**src/rtl/if_fetch_unit_pkg.sv**
```systemverilog
// Shared RISC-V core definitions used by the fetch front end and its queue.
package riscv_defs;

  localparam int XLEN   = 32;
  localparam int INST_W = 32;

  localparam logic [XLEN-1:0] PC_STEP          = 32'd4;
  localparam logic [XLEN-1:0] ZERO_WORD        = 32'h0;
  localparam logic [XLEN-1:0] DEFAULT_RESET_PC = 32'h0000_0000;

  localparam int QUEUE_DEPTH = 2;

  // One buffered fetch result: the address it came from and the word returned.
  typedef struct packed {
    logic [XLEN-1:0]   pc;
    logic [INST_W-1:0] inst;
  } fetch_entry_t;

  // Instructions are word aligned, so the low two address bits are dropped.
  function automatic logic [XLEN-1:0] word_align(input logic [XLEN-1:0] addr);
    return {addr[XLEN-1:2], 2'b00};
  endfunction

endpackage

```
**src/rtl/if_fetch_unit_fetch_queue.sv**
```systemverilog
// Two-entry synchronous FIFO holding {pc, inst} pairs between fetch and decode.
// Flush wins over push and pop; a push and pop in the same cycle on a full
// queue keeps it full with the new entry at the tail.
module fetch_queue
  import riscv_defs::*;
(
  input  logic         clk,
  input  logic         rst,
  input  logic         push_i,
  input  logic         pop_i,
  input  logic         flush_i,
  input  fetch_entry_t push_data_i,
  output logic [1:0]   count_o,
  output fetch_entry_t head_o
);

  fetch_entry_t entryQ_q [QUEUE_DEPTH];
  fetch_entry_t entryQ_d [QUEUE_DEPTH];
  logic [1:0]   count_q;
  logic [1:0]   count_d;
  logic [1:0]   afterPop;

  // Next queue contents: apply the pop (shift toward the head) first, then
  // write the pushed entry into the first free slot that remains.
  always_comb begin
    entryQ_d = entryQ_q;
    count_d  = count_q;
    afterPop = count_q;
    if (flush_i) begin
      count_d = 2'd0;
    end else begin
      if (pop_i && (count_q != 2'd0)) begin
        entryQ_d[0] = entryQ_q[1];
        afterPop    = count_q - 2'd1;
      end
      if (push_i && (afterPop < 2'd2)) begin
        entryQ_d[afterPop[0]] = push_data_i;
        count_d               = afterPop + 2'd1;
      end else begin
        count_d = afterPop;
      end
    end
  end

  // Storage and occupancy registers.
  always_ff @(posedge clk) begin
    if (rst) begin
      count_q     <= 2'd0;
      entryQ_q[0] <= '0;
      entryQ_q[1] <= '0;
    end else begin
      count_q     <= count_d;
      entryQ_q[0] <= entryQ_d[0];
      entryQ_q[1] <= entryQ_d[1];
    end
  end

  assign count_o = count_q;
  assign head_o  = entryQ_q[0];

  // The issue credit guarantees a full queue is never pushed without a pop.
  noOverflow: assert property (@(posedge clk) disable iff (rst)
    !(push_i && !pop_i && !flush_i && (count_q == 2'd2)));

endmodule

```
**src/rtl/if_fetch_unit.sv**
```systemverilog
// Instruction-fetch front end: owns the PC, issues one-cycle-latency reads to
// the instruction ROM and buffers the results for decode in a 2-entry queue.
// Branch redirects from execute flush the queue and refetch from the target.
module if_fetch_unit
  import riscv_defs::*;
#(
  parameter logic [XLEN-1:0] RESET_PC = DEFAULT_RESET_PC
) (
  input  logic              clk,
  input  logic              rst,
  output logic              rom_ce_o,
  output logic [XLEN-1:0]   rom_addr_o,
  input  logic [INST_W-1:0] rom_data_i,
  input  logic              branch_flag_i,
  input  logic [XLEN-1:0]   branch_target_i,
  input  logic              id_ready_i,
  output logic              id_valid_o,
  output logic [XLEN-1:0]   id_pc_o,
  output logic [INST_W-1:0] id_inst_o
);

  logic [XLEN-1:0] pc_q;
  logic [XLEN-1:0] pc_d;
  logic            inflight_q;
  logic            inflight_d;
  logic [XLEN-1:0] inflightPc_q;
  logic [XLEN-1:0] inflightPc_d;
  logic            discard_q;
  logic            discard_d;

  logic [1:0]      queueCount;
  fetch_entry_t    queueHead;
  fetch_entry_t    pushEntry;
  logic            pop;
  logic            push;
  logic            seqIssue;
  logic            issue;
  logic [2:0]      occupancy;
  logic [XLEN-1:0] targetAligned;

  // Credit check and request generation: a sequential fetch is allowed only
  // while queued plus outstanding entries, after this cycle's pop, stay below
  // two; a redirect always issues its target in the same cycle.
  always_comb begin
    targetAligned = word_align(branch_target_i);
    pop           = id_valid_o && id_ready_i;
    occupancy     = {1'b0, queueCount} + {2'b00, inflight_q};
    seqIssue      = occupancy < (3'd2 + {2'b00, pop});
    issue         = !rst && (branch_flag_i || seqIssue);
    rom_ce_o      = issue;
    if (!issue) begin
      rom_addr_o = ZERO_WORD;
    end else if (branch_flag_i) begin
      rom_addr_o = targetAligned;
    end else begin
      rom_addr_o = pc_q;
    end
    push          = inflight_q && !discard_q && !branch_flag_i && !rst;
    pushEntry     = '{pc: inflightPc_q, inst: rom_data_i};
  end

  // Next PC and in-flight tracking; a redirect overrides sequential fetch.
  always_comb begin
    pc_d         = pc_q;
    inflight_d   = 1'b0;
    inflightPc_d = inflightPc_q;
    discard_d    = discard_q;
    if (branch_flag_i) begin
      pc_d         = targetAligned + PC_STEP;
      inflight_d   = 1'b1;
      inflightPc_d = targetAligned;
      discard_d    = 1'b0;
    end else if (seqIssue) begin
      pc_d         = pc_q + PC_STEP;
      inflight_d   = 1'b1;
      inflightPc_d = pc_q;
    end
  end

  // PC and in-flight state registers.
  always_ff @(posedge clk) begin
    if (rst) begin
      pc_q         <= RESET_PC;
      inflight_q   <= 1'b0;
      inflightPc_q <= ZERO_WORD;
      discard_q    <= 1'b0;
    end else begin
      pc_q         <= pc_d;
      inflight_q   <= inflight_d;
      inflightPc_q <= inflightPc_d;
      discard_q    <= discard_d;
    end
  end

  fetch_queue uQueue (
    .clk         (clk),
    .rst         (rst),
    .push_i      (push),
    .pop_i       (pop),
    .flush_i     (branch_flag_i),
    .push_data_i (pushEntry),
    .count_o     (queueCount),
    .head_o      (queueHead)
  );

  // Head of the queue is presented to decode, zeroed while empty.
  always_comb begin
    id_valid_o = (queueCount != 2'd0);
    id_pc_o    = id_valid_o ? queueHead.pc   : ZERO_WORD;
    id_inst_o  = id_valid_o ? queueHead.inst : ZERO_WORD;
  end

  // Redirects reissue in the same cycle and the ROM answers in one, so a
  // stale response can never be outstanding.
  noDiscard: assert property (@(posedge clk) disable iff (rst) !discard_q);

endmodule

```
**config.mk**
```make
export PLATFORM = sky130hd
export DESIGN_NAME = if_fetch_unit
export DESIGN_NICKNAME = d
export VERILOG_FILES = /design/src/rtl/if_fetch_unit_pkg.sv /design/src/rtl/if_fetch_unit_fetch_queue.sv /design/src/rtl/if_fetch_unit.sv
export SDC_FILE = /design/constraint.sdc
export NUM_CORES = 1
export LEC_CHECK = 0
export ABC_AREA = 1
export CAP_MARGIN = 20
export CORE_UTILIZATION = 51
export CTS_CLUSTER_SIZE = 12
export DETAILED_ROUTE_END_ITERATION = 6
export GPL_ROUTABILITY_DRIVEN = 1
export PLACE_DENSITY = 0.78
export REMOVE_ABC_BUFFERS = 1
export SLEW_MARGIN = 30
export SYNTH_ARGS = -nofsm -noshare
export SYNTH_HDL_FRONTEND = slang
export SYNTH_SLANG_ARGS = --single-unit
```
**constraint.sdc**
```tcl
create_clock -name clk -period 2.25 [get_ports clk]
set_input_delay 0.45 -clock clk [delete_from_list [all_inputs] [get_ports clk]]
set_output_delay 0.45 -clock clk [all_outputs]
set_load 0.01 [all_outputs]
```
==> results of run 1 <==
==> where the power goes <==
group / switching (mW) / internal, mW / total [mW]
Clock: 1.53 / 1.59 / 3.12
Combinational: 0.716 / 0.603 / 1.32
Sequential: 0.0675 / 3.51 / 3.58
Total: 2.32 / 5.70 / 8.02
==> cells by family (layout without fill, tap and decap cells) <==
kind of cell,after synthesis,count (layout)
AO/OA/AOI/OAI,342,342
buffers and inverters,257,530
multiplexers,1,1
AND/OR/NAND/NOR,651,651
flip-flops,191,191
XOR/XNOR,4,4
other,1,2
adder cells (fa/ha/maj),4,4
==> routing by layer <==
layer / up-vias / routed length, um / global-route usage (%)
li1: 5126 / - / -
met1: 4894 / 13300 / 39.6
met2: 527 / 14900 / 52.1
met3: 74 / 2510 / 4.34
met4: 0 / 917 / 14.3
met5: - / 0 / 0
==> cell usage after synthesis, types with 4 or more instances <==
master,number,area share (%)
a21oi_1,40,2.1
buf_1,5,0.20
buf_2,35,1.9
buf_4,7,0.56
clkbuf_1,40,1.6
dfxtp_1,191,41
ha_1,4,0.54
inv_1,159,6.4
inv_2,6,0.24
nand2_1,342,14
nand2_2,4,0.27
nand3_1,57,3.1
nor2_1,234,9.4
nor2_2,6,0.40
o21ai_0,186,10
o21ai_1,74,4.0
o21bai_1,4,0.32
o22ai_1,29,1.9
==> stage by stage <==
step / util [%] / hold slack, ns / total power, mW / setup WS [ns] / cell area (sq um)
floorplan: - / 0.425 / 4.15 / -4.90 / 8920
global placement: 66.8 / 0.433 / 4.74 / -0.569 / 12000
detailed placement: 66.8 / 0.434 / 4.77 / -0.590 / 12000
CTS: 70.5 / 0.447 / 7.83 / -0.219 / 12700
global route: 74.4 / 0.465 / 8.25 / -0.291 / 13400
finish: 74.4 / 0.452 / 8.02 / -0.217 / 13400
==> cells in the final DEF, fill, tap and decap left out, drive strengths merged, types with 4 or more instances in the layout <==
cell type	netlist	layout
o22ai	29	29
nor2	243	243
clkinv	2	7
nand3	57	57
o21ai	260	260
a21oi	40	40
buf	50	193
dfxtp	191	191
clkdlybuf4s50	0	65
nand2	347	347
clkbuf	40	29
ha	4	4
dlygate4sd2	0	59
o21bai	4	4
inv	165	173
==> tightest hold or removal path, cell delays in order (launching register included) <==
cell     delay, ns
dfxtp_1       0.32
nand2_1       0.06
nor2_1        0.04
==> timing repair <==
action / in CTS / in global routing
resized for setup: 241 / 115
gates cloned: 3 / 10
pin swaps: 8 / 13
hold buffers: 0 / 0
hold endpoints to repair: 0 / 0
setup endpoints to repair: 224 / 231
setup buffers: 7 / 17
==> final timing paths <==
path	from	endpoint	slack, ns	cells past startpoint
max	uQueue.count_o[1]	rom_addr_o[19]	-0.22	11
min reg2reg	uQueue.entryQ_q[32]	uQueue.entryQ_q[32]	0.45	2
min	uQueue.entryQ_q[32]	uQueue.entryQ_q[32]	0.45	2
max reg2reg	uQueue.count_o[1]	register	-0.05	13
==> area by class of cell <==
type / instances / area, sq um / share of cell area [%]
tap: 229 / 287 / 2.14
inverter: 167 / 637 / 4.77
multi-input combinational: 1004 / 4790 / 35.8
clock inverter: 15 / 171 / 1.28
sequential: 191 / 3830 / 28.6
clock buffer: 17 / 425 / 3.18
timing repair buffer: 331 / 3230 / 24.2
==> metrics.yaml, run 1 <==
status:
  status: "complete, but fails checks"
  violations: "negative setup slack"
floorplan:
  core_region_area_sq_um: 18000
  dieArea_sq_um: 18900
  die_w_um: 137
  top_level_ports: 166
  initial_utilization_pct: 52.0
  rows: 49
  die_h_um: 137
final_layout:
  final_nets: 1784
  area_growth_pct: 43.0
  num_antenna_cells: 0
  final_cells: 1954
  fill_cells: 1380
  drive_gt1_share_pct: 18.4
setup_path:
  crit_type: "reg2out"
  path_max_fanout: 7
  critPathBufInv: 4
  required_ns: 1.80
  cpPeakStageDelay_ns: 0.34
  cpLargestDelayFamily: "simple AND/OR/NAND/NOR gates"
  cpMostUsedCell: "nand2_4"
  worstPathArrival_ns: 2.02
  path_cells: "inv_1, ha_4, inv_4, nand2_4, o21ai_2, nand2_2, nand2_4, nand2_8, buf_8, nor2_4, buf_6"
  cp-end-kind: "primary output"
  cp-start-kind: "register"
  crit_path_top_delay_cell: "dfxtp_2"
global_route:
  grtUsageTotal_pct: 31.1
  grt_pass1_vias: 9653
  antenna_found_initial: 0
  grt_max_degree: 87
  grt_pass1_wl_um: 46100
  gr-total-overflow: 0
sta:
  fin_crit_sh_pct: 110
  layout_setup_ws_ns: -0.217
  tightest_slew_ns: 0.872
  rsz0062_at_grt: "true"
  min_period_ns: 2.47
  slew_headroom_pct: 41.9
  finalHoldViolCount: 0
  timing.fmax_mhz: 405
  setup_viol: 71
  maxSlewViolCount: 0
  fin_setup_tns_ns: -6.34
  clock_skew_ns: 0.0150
synth:
  synth_ff_type: "dfxtp_1"
  synthAdderAreaFrac_pct: 0.536
  synth_edf_count: 0
  synth_compound_area_share_pct: 19.1
  ys_ff_latch: 191
  async_reset_ff_share_pct: 0
  muxShareOfSynthArea_pct: 0.107
  postSynthCellCount: 1451
  synth.avg_cell_area_sq_um: 6.44
  yosys.area_share.simple_pct: 27.6
  synthXorXnorAreaFrac_pct: 0.375
  ys_warn_count: 0
  synth_top_family_by_area: "simple AND/OR/NAND/NOR gates"
  synthesis.area_sq_um: 9350
  synthDistinctLibCells: 35
  ys_seq_area_share_pct: 40.9
cts:
  root_buffer: "clkbuf_16"
  clock_latency_ns: 0.45
  clock_path_buffers: 2
  cts_buffers: 17
  cts_htree_levels: 4
  cts.sinks: 191
  path_clk_slew_ns: 0.08
  cts_tree: "yes"
drt:
  vias: 10621
  drt_pass1_iterations: 7
  route.detailed.drc: 0
  ant_nets: 0
  routed_wl_um: 31600
  avgRoutedWirePerCell_um: 16.2
  via_per_inst: 5.44
  drtIter0Drc: 985
place:
  placement.io_buffers: 161
  place.gp.congestion: 0.950
  dp_hpwl_um: 19100
  dp.cells: 1887
power:
  p_leak_nw: 5.91
  peakVddDrop_mv: 0.638
  cellPowerDensity_nw_per_um2: 600
worst_hold_path:
  min_path_type: "reg2reg"
job:
  maxCapViolCount: 0
No activity file was read; power rests on OpenSTA's default activity.
==> run 2: changes to the inputs <==
CTS_CLUSTER_SIZE = 30   (was 12)
RECOVER_POWER = 50   (was not set)
==> results of run 2 <==
The final DEF is identical to that of run 1; final timing and power are the same.
==> run 3: changes to the inputs <==
CTS_CLUSTER_SIZE = not set   (was 30)
==> results of run 3 <==
The final DEF is identical to that of run 1; final timing and power are the same.
